<file path="config.mk">
export PLATFORM = sky130hd
export DESIGN_NAME = avalon_bus_arbiter
export DESIGN_NICKNAME = d
export VERILOG_FILES = /design/src/rtl/avalon_arb_pkg.sv /design/src/rtl/arb_pick.sv /design/src/rtl/avalon_bus_arbiter.sv
export SDC_FILE = /design/constraint.sdc
export NUM_CORES = 1
export LEC_CHECK = 0
export ABC_AREA = 1
export ABC_CLOCK_PERIOD_IN_PS = 3200
export BUFFER_PORTS_ARGS = -buffer_cell sky130_fd_sc_hd__buf_2
export CAP_MARGIN = 10
export CORE_AREA = 5 5 117 119
export CTS_BUF_LIST = sky130_fd_sc_hd__clkbuf_8
export CTS_CLUSTER_SIZE = 10
export DETAILED_ROUTE_END_ITERATION = 8
export DIE_AREA = 0 0 122 124
export PLACE_DENSITY_LB_ADDON = 0.12
export SLEW_MARGIN = 20
export SYNTH_ARGS = -nofsm -noshare
export SYNTH_HDL_FRONTEND = slang
export SYNTH_SLANG_ARGS = --single-unit
</file>
<file path="constraint.sdc">
create_clock -name clk -period 3.2 [get_ports clk]
set_input_delay 0.16 -clock clk [delete_from_list [all_inputs] [get_ports clk]]
set_output_delay 0.16 -clock clk [all_outputs]
set_load 0.01 [all_outputs]
</file>
<file path="src/rtl/avalon_arb_pkg.sv">
// Shared types and defaults for the two-master Avalon-MM bus arbiter.
package avalon_arb_pkg;

   localparam int ARB_DEF_ADDR_W = 32;
   localparam int ARB_DEF_DATA_W = 32;

   typedef enum logic [1:0] {
      ARB_IDLE   = 2'd0,
      ARB_GRANT0 = 2'd1,
      ARB_GRANT1 = 2'd2
   } arb_state_t;

   // Master index: 0 = CPU bus interface, 1 = debug loader / DMA
   typedef logic arb_id_t;

   localparam arb_id_t ARB_M0 = 1'b0;
   localparam arb_id_t ARB_M1 = 1'b1;

endpackage

</file>
<file path="src/rtl/arb_pick.sv">
// Combinational winner selection for the Avalon bus arbiter.
// Build option AVALON_ARB_ROUND_ROBIN_EN: on contention the master that did
// not win last time is picked; otherwise m0 always wins a contention.
module arb_pick
   import avalon_arb_pkg::*;
(
   input  logic [1:0] i_req,
   input  arb_id_t    i_last_grant,
   output arb_id_t    o_winner
);

`ifdef AVALON_ARB_ROUND_ROBIN_EN
   // Alternate on contention, otherwise take the single requester
   always_comb begin
      if (i_req == 2'b11)
         o_winner = ~i_last_grant;
      else if (i_req[1])
         o_winner = ARB_M1;
      else
         o_winner = ARB_M0;
   end
`else
   // History is not needed for fixed priority
   logic w_unused_last_grant;
   assign w_unused_last_grant = i_last_grant;

   // Fixed priority: m0 wins whenever it requests
   always_comb begin
      if (i_req[0])
         o_winner = ARB_M0;
      else if (i_req[1])
         o_winner = ARB_M1;
      else
         o_winner = ARB_M0;
   end
`endif

endmodule

</file>
<file path="src/rtl/avalon_bus_arbiter.sv">
// Two-master Avalon-MM arbiter in front of the unified instruction/data RAM.
// One arbitration cycle per transfer; the grant is held until the slave drops
// waitrequest, and read data returns to the owner one cycle later.
// Build option AVALON_ARB_ROUND_ROBIN_EN selects alternating priority (see arb_pick).
module avalon_bus_arbiter
   import avalon_arb_pkg::*;
#(
   parameter int ADDR_W = ARB_DEF_ADDR_W,
   parameter int DATA_W = ARB_DEF_DATA_W
)
(
   input  logic                clk,
   input  logic                reset,
   input  logic [ADDR_W-1:0]   m0_address,
   input  logic                m0_read,
   input  logic                m0_write,
   input  logic [DATA_W-1:0]   m0_writedata,
   input  logic [DATA_W/8-1:0] m0_byteenable,
   output logic                m0_waitrequest,
   output logic [DATA_W-1:0]   m0_readdata,
   output logic                m0_readdatavalid,
   input  logic [ADDR_W-1:0]   m1_address,
   input  logic                m1_read,
   input  logic                m1_write,
   input  logic [DATA_W-1:0]   m1_writedata,
   input  logic [DATA_W/8-1:0] m1_byteenable,
   output logic                m1_waitrequest,
   output logic [DATA_W-1:0]   m1_readdata,
   output logic                m1_readdatavalid,
   output logic [ADDR_W-1:0]   s_address,
   output logic                s_read,
   output logic                s_write,
   output logic [DATA_W-1:0]   s_writedata,
   output logic [DATA_W/8-1:0] s_byteenable,
   input  logic                s_waitrequest,
   input  logic [DATA_W-1:0]   s_readdata
);

   logic [1:0] r_rst_sync;
   logic       w_rst_n;
   arb_state_t r_state;
   arb_state_t w_state_next;
   arb_id_t    r_rd_owner;
   arb_id_t    r_last_grant;
   arb_id_t    w_winner;
   logic       r_rd_valid;
   logic [1:0] w_req;
   logic       w_g0;
   logic       w_g1;
   logic       w_acc0;
   logic       w_acc1;

   // Reset asserts immediately, releases after two clean clock edges
   always_ff @(posedge clk or negedge reset) begin
      if (!reset)
         r_rst_sync <= 2'b00;
      else
         r_rst_sync <= {r_rst_sync[0], 1'b1};
   end
   assign w_rst_n = r_rst_sync[1];

   assign w_req  = {m1_read | m1_write, m0_read | m0_write};
   assign w_g0   = w_rst_n && (r_state == ARB_GRANT0);
   assign w_g1   = w_rst_n && (r_state == ARB_GRANT1);
   assign w_acc0 = w_g0 && w_req[0] && !s_waitrequest;
   assign w_acc1 = w_g1 && w_req[1] && !s_waitrequest;

   arb_pick u_pick (
      .i_req        (w_req),
      .i_last_grant (r_last_grant),
      .o_winner     (w_winner)
   );

   // Grant on a request, release on acceptance or on a dropped request
   always_comb begin
      w_state_next = r_state;
      case (r_state)
         ARB_IDLE:
            if (|w_req)
               w_state_next = (w_winner == ARB_M1) ? ARB_GRANT1 : ARB_GRANT0;
         ARB_GRANT0:
            if (!w_req[0] || !s_waitrequest)
               w_state_next = ARB_IDLE;
         ARB_GRANT1:
            if (!w_req[1] || !s_waitrequest)
               w_state_next = ARB_IDLE;
         default:
            w_state_next = ARB_IDLE;
      endcase
   end

   // State, read-return tracking and grant history
   always_ff @(posedge clk or negedge w_rst_n) begin
      if (!w_rst_n) begin
         r_state      <= ARB_IDLE;
         r_rd_valid   <= 1'b0;
         r_rd_owner   <= ARB_M0;
         r_last_grant <= ARB_M1;
      end else begin
         r_state    <= w_state_next;
         r_rd_valid <= (w_acc0 && m0_read) || (w_acc1 && m1_read);
         if (w_acc0 && m0_read)
            r_rd_owner <= ARB_M0;
         else if (w_acc1 && m1_read)
            r_rd_owner <= ARB_M1;
         if (w_acc0)
            r_last_grant <= ARB_M0;
         else if (w_acc1)
            r_last_grant <= ARB_M1;
      end
   end

   // Route the granted master to the slave; everyone else is stalled
   always_comb begin
      s_address      = '0;
      s_read         = 1'b0;
      s_write        = 1'b0;
      s_writedata    = '0;
      s_byteenable   = '0;
      m0_waitrequest = 1'b1;
      m1_waitrequest = 1'b1;
      if (w_g0) begin
         s_address      = m0_address;
         s_read         = m0_read;
         s_write        = m0_write;
         s_writedata    = m0_writedata;
         s_byteenable   = m0_byteenable;
         m0_waitrequest = s_waitrequest;
      end else if (w_g1) begin
         s_address      = m1_address;
         s_read         = m1_read;
         s_write        = m1_write;
         s_writedata    = m1_writedata;
         s_byteenable   = m1_byteenable;
         m1_waitrequest = s_waitrequest;
      end
   end

   // Read data is broadcast; only the owner sees it marked valid
   assign m0_readdata      = s_readdata;
   assign m1_readdata      = s_readdata;
   assign m0_readdatavalid = r_rd_valid && (r_rd_owner == ARB_M0);
   assign m1_readdatavalid = r_rd_valid && (r_rd_owner == ARB_M1);

   // Flag master protocol violations in simulation
   always_ff @(posedge clk) begin
      if (w_rst_n) begin
         if (w_g0)
            assert (w_req[0]) else $error("avalon_bus_arbiter: m0 dropped its request while granted");
         if (w_g1)
            assert (w_req[1]) else $error("avalon_bus_arbiter: m1 dropped its request while granted");
         assert (!(m0_read && m0_write)) else $error("avalon_bus_arbiter: m0 read and write together");
         assert (!(m1_read && m1_write)) else $error("avalon_bus_arbiter: m1 read and write together");
      end
   end

endmodule
</file>
======== Word level (Yosys, flattened, before mapping) ========
Cells that the tools add are included.
storage, ports and cells
  bits in registers ....................... 6
  output and inout bits ................... 138
  word-level logic and storage cells ...... 54
  input port bits ......................... 175
cells by class
  reduce and logical (&&, ||, !) cells .... 20
  multiplexer cells ....................... 22
  equality and inequality tests ........... 5
  bitwise logic cells ..................... 3
operators by type and width
  cell                                                    number
  2-to-1 mux 32 bit                                       4
  2-to-1 mux 1 bit                                        11
  logical AND 1 bit                                       10
  2-to-1 mux 2 bit                                        4
  2-to-1 mux 4 bit                                        2
  case mux 2 bit (3 select lines)                         1
  inequality test 2 x 1 -> 1 bit (second input constant)  2
  logical NOT 1 bit                                       3
  logical OR 1 bit                                        3
  AND reduction 3 bit                                     1
  == test 2 x 1 -> 1 bit (second input constant)          1
  == test 2 bit (second input constant)                   1
  logical NOT 2 bit                                       1
  inequality test 2 bit (second input constant)           1
  OR 1 bit                                                2
  nonzero test 2 bit                                      1
  OR reduction 2 bit                                      1
  inverter 1 bit                                          1

======== Longest topological paths before layout ========
Gate-level depths: netlist of run 1.
  word-level depth ........................ 7
  mapped depth ............................ 8
  depth with buffers taken out ............ 6

======== By module ========
From an unflattened synthesis of run 1, not the netlist that was laid out.
unflattened totals
  cells, all modules ...................... 207
  area total of the unflattened synthesis .. 1612.8 µm²
by module, submodules not included
  module              instances  area each (µm²)  sequential area each (µm²)  cells each
  avalon_bus_arbiter  1          1602.8           176.4                       205
  arb_pick            1          10.0             0.0                         2

======== Worst setup path before layout of run 1 ========
No wires, ideal clock.
  path kind ............................... reg-to-output
  from .................................... register r_state[0]
  to ...................................... output port s_address[24]
  path slack .............................. 1.981 ns
  arrival ................................. 1.059 ns
  required time ........................... 3.040 ns
  cell stages (with the launch flop) ...... 8
  buffers on the path ..................... 2
  cell sequence ........................... dfrtp_1 > nor2_4 > nand2_2 > inv_2 > buf_6 > buf_6 > nand2_1 > nand2_1
on the way
  word-level cells in the longest chain between the ends .. 4
  elaborated cells on any way between the ends .. 6
  classes of those cells .................. eq/ne: 2; mux: 2; reduce/logical: 2
ends and longest elaborated chain
  item                    RTL line                   text
  start, declared         avalon_bus_arbiter.sv:41   arb_state_t r_state;
  start signal, assigned  avalon_bus_arbiter.sv:100  r_state <= w_state_next;
  == test 2 bit           avalon_bus_arbiter.sv:64   assign w_g1 = w_rst_n && (r_state == ARB_GRANT1);
  logical AND 1 bit       avalon_bus_arbiter.sv:64
  2-to-1 mux 32 bit       avalon_bus_arbiter.sv:129  end else if (w_g1) begin
  2-to-1 mux 32 bit (*)   avalon_bus_arbiter.sv:122  if (w_g0) begin
  end, declared           avalon_bus_arbiter.sv:30   output logic [ADDR_W-1:0] s_address,
Every way passes the cells marked *; elsewhere a longest branch is shown, timed or not.

======== Final worst setup path of run 1 ========
  from .................................... register r_rst_sync[1]
  to ...................................... output port s_write
on the way
  word-level cells in the longest chain between the ends .. 3
  elaborated cells on any way between the ends .. 4
  classes of those cells .................. mux: 2; reduce/logical: 2
ends and longest elaborated chain
  item                    RTL line                   text
  start, declared         avalon_bus_arbiter.sv:39   logic [1:0] r_rst_sync;
  start signal, assigned  avalon_bus_arbiter.sv:58   r_rst_sync <= {r_rst_sync[0], 1'b1};
  logical AND 1 bit       avalon_bus_arbiter.sv:64
  2-to-1 mux 1 bit        avalon_bus_arbiter.sv:129
  2-to-1 mux 1 bit (*)    avalon_bus_arbiter.sv:122
  end, declared           avalon_bus_arbiter.sv:32   output logic s_write,
Marks and branches as above.

==> summary.txt, run 1 <==
Timing
  • Fin. max-slew vios: 0
  • Worst Skew: 0.003843 ns
  • Slew margin rel.: 58.61%
  • Final Hold Fails: 0
  • Minimum clock period: 2.113 ns
  • RSZ-0062 raised after global routing: no
  • Final setup violation count: 0
  • Final WS setup: 1.087 ns
  • Setup TNS: 0 ns
  • Final period utilization: 66.02%
  • Worst slew pin tran: 0.6200 ns
  • Fmax: 473.3 MHz

Cells and area
  • Diodes inserted: 0
  • Register Area: 150.1 sq um
  • Share of layout cells above drive strength 1: 49.14%
  • Fillers: 1480
  • Final core utilization: 19.71%
  • Multi-input logic area: 882.1 sq um
  • Syn-to-layout area delta: 48.56%
  • Nets: 641
  • Commonest non-fill, non-tap cell in the layout: buf_2
  • Most frequent cells in the layout: buf_2, nand2_1, inv_1

Placed design
  • Port Buf Inserts: 216
  • Hpwl dp: 6114 microns
  • Place WS: 1.250 ns
  • Routability cong.: 0.6867

Yosys
  • Main combinational cell family by area after synthesis: simple AND/OR/NAND/NOR gates
  • Register bit count reported by yosys: 6
  • Mapped Nets: 495
  • Synth area leaders: nand2_1, buf_4, dfrtp_1, buf_6, inv_1
  • Synth Area in Compound Gates: 1.967%
  • Yosys top cell area share: 47.43%
  • Synth Area in Adders: 0%
  • Post-synthesis sequential area ratio: 9.077%
  • Synthesized instance count: 320
  • Yosys synthesis warning count: 0
  • Syn_area_per_cell: 5.169 sq um
  • Multiplexer area fraction after synthesis: 0%
  • Synth Area in XOR/XNOR: 0%
  • Simple-Gate Fraction of Synth Area: 51.13%
  • Mapped cell area: 1654 sq um
  • Synth area leader: nand2_1
  • Netlist cell types: 19

CTS
  • CTS tree: yes
  • Clock-pin slew on the worst setup and hold paths: 0.04 ns
  • H-Tree Level Count: 1
  • CTS buffer count: 3
  • Insertion delay to the later sink of the worst-skew pair: 0.22 ns
  • Clock Tree Buf Depth: 2
  • Root Driver: clkbuf_8
  • Clock tree sinks: 6

Drt
  • Drt drc: 0
  • Vias per cell: 3.525
  • Routed wire length: 7221 microns
  • Antenna Nets Post-Route: 0
  • 1st-iter DRT viols: 49
  • Routed length per instance: 11.35 microns
  • DR pass1 iterations: 4
  • DR vias: 2242

Pwr
  • PD cells: 207.0 nW/um^2
  • VDD IR max: 0.1726 mV
  • Leakage power figure: 1.709 nW

Worst setup path
  • Critical path capture point type: output pin
  • Crit path capture: s_write
  • First element of the critical path: r_rst_sync[1]
  • Delay-heaviest family, CP: buffers and inverters
  • Buf+Inv Stages, Crit Path: 3
  • Worst Path Arrival: 1.95 ns
  • CP max stage delay: 0.50 ns
  • WS Path Type: register to output pin
  • R2r endpoint: r_rd_valid
  • Crit path cell chain: nand3_1 > inv_2 > buf_12 > nand2_1 > o21ai_0 > buf_2
  • Slowest CP cell: inv_2
  • Worst R2R Path Depth: 4
  • CP Launch Type: register
  • Crit Path Max Fanout: 37
  • CP Depth: 6
  • Worst path required time: 3.04 ns
  • Flop-to-flop setup slack: 1.71 ns
  • R2R Path Start: r_rst_sync[1]

Floorplan
  • Floorplan row count: 41
  • # IOs: 313
  • Die Width: 122 microns
  • Core area: 12470 sq um
  • Die height: 124 microns
  • Die ar.: 15130 sq um
  • Initial Util: 13.27%

Outcome
  • Status: finished clean

GRT
  • Met1 track demand over resource: 7.838%
  • Gr ovfl total: 0
  • All-Layer GR Usage: 8.162%
  • Largest net degree at the start of global routing: 38
  • Number of global-route vias before repair: 2229
  • Global-route wire length before repair: 10140 microns
  • Grt met3 use: 2.361%
  • Met2 Resource Use GR: 16.16%
  • Grt peak-use layer: met2
  • Antenna violations before repair: 0

Min path
  • Worst Hold Class: register to async pin

Flow run
  • Max-cap violations: 0
==> through the flow <==
step / cell area, sq um / power [mW] / hold WS [ns] / std cells
floorplan: 1654 / 0.3178 / -0.1356 / 320
global placement: 2406 / 0.4082 / -0.05233 / 632
detailed placement: 2406 / 0.4040 / -0.05386 / 632
CTS: 2457 / 0.5213 / 0.1071 / 636
global route: 2457 / 0.5572 / 0.1233 / 636
finish: 2457 / 0.5086 / 0.1000 / 636
==> worst register-to-register path, delay by kind of cell, from the launching register on <==
family	cells	cell delay [ns]
buffers and inverters	1	0.50
DFF	1	0.48
and+or+nand+nor	2	0.31
AOI/OAI and AO/OA	1	0.13
==> registers in the layout (all words and copies together) (netlist names) <==
signal and cells:
r_rd_owner 1, r_rd_valid 1, r_rst_sync 2, r_state 2
==> power breakdown <==
group	total, mW	switching (mW)	internal [mW]
sequential	0.0915	0.00770	0.0838
clock	0.111	0.0303	0.0806
combinational	0.306	0.162	0.144
total	0.509	0.200	0.309
==> cell families (layout without fill, tap and decap cells) <==
group | count (synthesis) | count (layout)
other | 1 | 1
and+or+nand+nor | 220 | 220
buffers and inverters | 88 | 232
DFF | 6 | 6
AOI/OAI and AO/OA | 5 | 5
==> per-layer routing <==
layer,routed length [microns],part of all wire (%),vias up
li1,-,-,1171
met1,2398,33,908
met2,3682,51,131
met3,878,12,32
met4,261,3.6,0
met5,0,0,-
==> layout make-up <==
cell class,instances,area share (%)
multi-input combinational,226,35.90
inverter,10,1.527
sequential,6,6.110
clock buffer,3,1.680
tap,172,8.758
timing repair buffer,219,46.03
==> synthesized netlist by cell type <==
master and count:
o21ai_0 1, nand4_1 1, o21ai_2 1, a211oi_1 1, buf_6 3, nand3_1 3, nor2_1 3, nor3_1 1
inv_1 7, buf_4 70, inv_2 3, a21oi_1 1, buf_2 5, nor2_4 1, nand2_2 2, dfrtp_1 6
nand2_1 209, o22ai_1 1, conb_1 1
==> what timing repair did <==
action / 4_1_cts / 5_1_grt
gates resized for setup: 0 / 0
endpoints found under the setup margin: 0 / 0
buffers inserted: 0 / 0
hold buffers: 1 / 0
hold endpoints to repair: 2 / 0
==> how the worst min path moves through the flow <==
stage | slack (ns) | cells after the start | to | start
after CTS | 0.11 | 0 | r_state[0] | r_rst_sync[1]
after global placement | -0.05 | 1 | r_rst_sync[0] | reset
final | 0.10 | 0 | r_state[0] | r_rst_sync[1]
after global routing | 0.12 | 0 | r_state[0] | r_rst_sync[1]
after detailed placement | -0.05 | 1 | r_rst_sync[1] | reset
after floorplan | -0.14 | 0 | r_rst_sync[0] | reset
Note: power is estimated with default switching activity, not from simulation.
==> run 2, diff against run 1 <==
ABC_CLOCK_PERIOD_IN_PS = 2100   (was 3200)
CORE_AREA = 5 5 118 120   (was 5 5 117 119)
DIE_AREA = 0 0 123 125   (was 0 0 122 124)
clock period = 2.1 ns   (was 3.2 ns; I/O delays follow)
==> run 2 against run 1 <==
  * Clock power rose by 53%
  * Via count up 0.13%
  * Register-to-register slack got worse by 1.0 ns
  * Sequential power increased by 51%
  * Routed wire length shrank 0.55%
  * Critical path depth grew 1
  * Global-route usage is 0.070 points lower
  * Setup slack got worse by 0.75 ns
  * Die area is 1.6% higher
  * Largest power group unchanged
  * Highest routed layer unchanged
==> summary.txt, run 2 (synthesized netlist as in run 1, its figures left out) <==
Outcome
  • Status: finished clean

Cells and area
  • Syn-to-layout area delta: 50.23%
  • Commonest non-fill, non-tap cell in the layout: buf_2
  • Most frequent cells in the layout: buf_2, nand2_1, inv_1
  • Final core utilization: 19.30% (-0.41 points)
  • Register Area: 150.1 sq um (unchanged)
  • Multi-input logic area: 882.1 sq um (unchanged)
  • Diodes inserted: 0 (unchanged)
  • Fin area: 2485 sq um (+1.1%)
  • Nets: 644 (+0.47%)
  • Share of layout cells above drive strength 1: 49.46% (+0.33 points)
  • Fillers: 1522 (+2.8%)
  • Largest registers: r_rst_sync: 2 flops, r_state: 2 flops

Timing
  • Final period utilization: 83.83%
  • Final Hold Fails: 0 (unchanged)
  • RSZ-0062 raised after global routing: no
  • Minimum clock period: 1.760 ns
  • Setup TNS: 0 ns (unchanged)
  • Worst Skew: 0.002091 ns (-0.001752 ns)
  • Final setup violation count: 0 (unchanged)
  • Fmax: 568.1 MHz
  • Fin. max-slew vios: 0 (unchanged)
  • Final WS setup: 0.3397 ns (-0.7476 ns)

Worst setup path
  • Crit path cell chain: inv_2 > nand3_1 > inv_2 > buf_12 > nand2_1 > nand2_1 > buf_2
  • Slowest CP cell: dfrtp_1
  • Worst path required time: 2.00 ns (-1.04 ns)
  • CP Launch Type: register
  • Buf+Inv Stages, Crit Path: 4 (+1)
  • Worst Path Arrival: 1.66 ns (-0.29 ns)
  • Delay-heaviest family, CP: buffers and inverters
  • CP max stage delay: 0.39 ns (-0.11 ns)
  • Critical path capture point type: output pin
  • Crit Path Max Fanout: 26 (-30%)
  • WS Path Type: register to output pin

CTS
  • Root Driver: clkbuf_8
  • CTS tree: yes
  • H-Tree Level Count: 1 (unchanged)
  • Insertion delay to the later sink of the worst-skew pair: 0.22 ns (about the same)
  • Clock tree sinks: 6 (unchanged)
  • CTS buffer count: 3 (unchanged)
  • Clock Tree Buf Depth: 2 (unchanged)
  • Setup bufs post-CTS: 0 (unchanged)
  • Clock-pin slew on the worst setup and hold paths: 0.03 ns (about the same)

Placed design
  • Routability cong.: 0.6920 (+0.77%)
  • Port Buf Inserts: 216 (unchanged)
  • Post-DP Area: 2434 sq um (+1.1%)
  • Hpwl dp: 6159 microns (+0.73%)
  • Place WS: 0.5156 ns (-0.7349 ns)

Pwr
  • Power, Total: 785.7 uW (+54%)
  • Leakage power figure: 1.725 nW (+0.95%)
  • VDD IR max: 0.4783 mV (+180%)
  • PD cells: 316.2 nW/um^2 (+53%)

Drt
  • Routed length per instance: 11.17 microns (-1.6%)
  • Drt drc: 0 (unchanged)
  • Antenna Nets Post-Route: 0 (unchanged)
  • Vias per cell: 3.491 (-0.96%)
  • DR pass1 iterations: 3 (-1)
  • 1st-iter DRT viols: 47 (-4.1%)
  • Routed wire length: 7181 microns (-0.55%)
  • DR vias: 2245 (+0.13%)

GRT
  • Number of global-route vias before repair: 2246 (+0.76%)
  • Global-route wire length before repair: 10470 microns (+3.2%)
  • Antenna violations before repair: 0 (unchanged)
  • All-Layer GR Usage: 8.092% (-0.070 points)
  • Gr ovfl total: 0 (unchanged)
  • Largest net degree at the start of global routing: 39 (+2.6%)

Floorplan
  • Floorplan row count: 42 (+2.4%)
  • Die Width: 123 microns (+0.82%)
  • Die ar.: 15380 sq um (+1.6%)
  • Die height: 125 microns (+0.81%)
  • Initial Util: 12.85% (-0.42 points)
  • # IOs: 313 (unchanged)
  • Core area: 12870 sq um (+3.3%)

Min path
  • Worst Hold Class: primary input to register

Flow run
  • Max-cap violations: 0 (unchanged)
==> run 2: where the power goes <==
part,internal (mW),total (mW),switching (mW),leakage (nW)
combinational,0.227,0.478,0.251,1.63
clock,0.123,0.170,0.0467,0.0216
sequential,0.128,0.138,0.0103,0.0753
==> run 2: cell type report <==
| cell class | count | share of cell area [%] |
|---|---|---|
| tap | 176 | 8.862 |
| multi-input combinational | 226 | 35.50 |
| timing repair buffer | 222 | 46.43 |
| clock buffer | 3 | 1.662 |
| sequential | 6 | 6.042 |
| inverter | 10 | 1.511 |
==> run 2: path summary, 6_finish.rpt <==
path / from / endpoint / slack, ns / cells past startpoint
max: r_state[1] / s_address[18] / 0.34 / 7
min: s_waitrequest / r_state[1] / 0.15 / 3
max reg2reg: r_state[1] / r_rd_valid / 0.67 / 6
min reg2reg: r_rst_sync[1] / r_state[0] / 0.17 / 1
max in group asynchronous: reset / r_rst_sync[1] / 1.80 / 2
min in group asynchronous: r_rst_sync[1] / r_state[0] / 0.17 / 1
==> run 2: per-stage QoR <==
step | cells | hold WS [ns]
after global routing | 643 | 0.1542
final | 643 | 0.1460
after CTS | 643 | 0.1435
after detailed placement | 639 | -0.1078
after floorplan | 320 | -0.1906
after global placement | 639 | -0.1077
==> run 2: what timing repair did <==
item | 4_1_cts | 5_1_grt
gates resized for setup | 0 | 0
endpoints found under the hold margin | 2 | 0
hold buffers | 1 | 0
==> run 2: per-layer routing <==
layer	GRT usage, %	part of all wire [%]
met5	0	0
met4	2.280	2.9
met3	2.213	11
met2	16.11	52
met1	7.943	34
==> run 2: worst reg2reg max path, cell delays in order, from the launching register on <==
cell     delay, ns
dfrtp_1       0.39
inv_2         0.08
nand3_1       0.12
inv_2         0.34
buf_12        0.22
nand2_2       0.09
o21ai_2       0.11
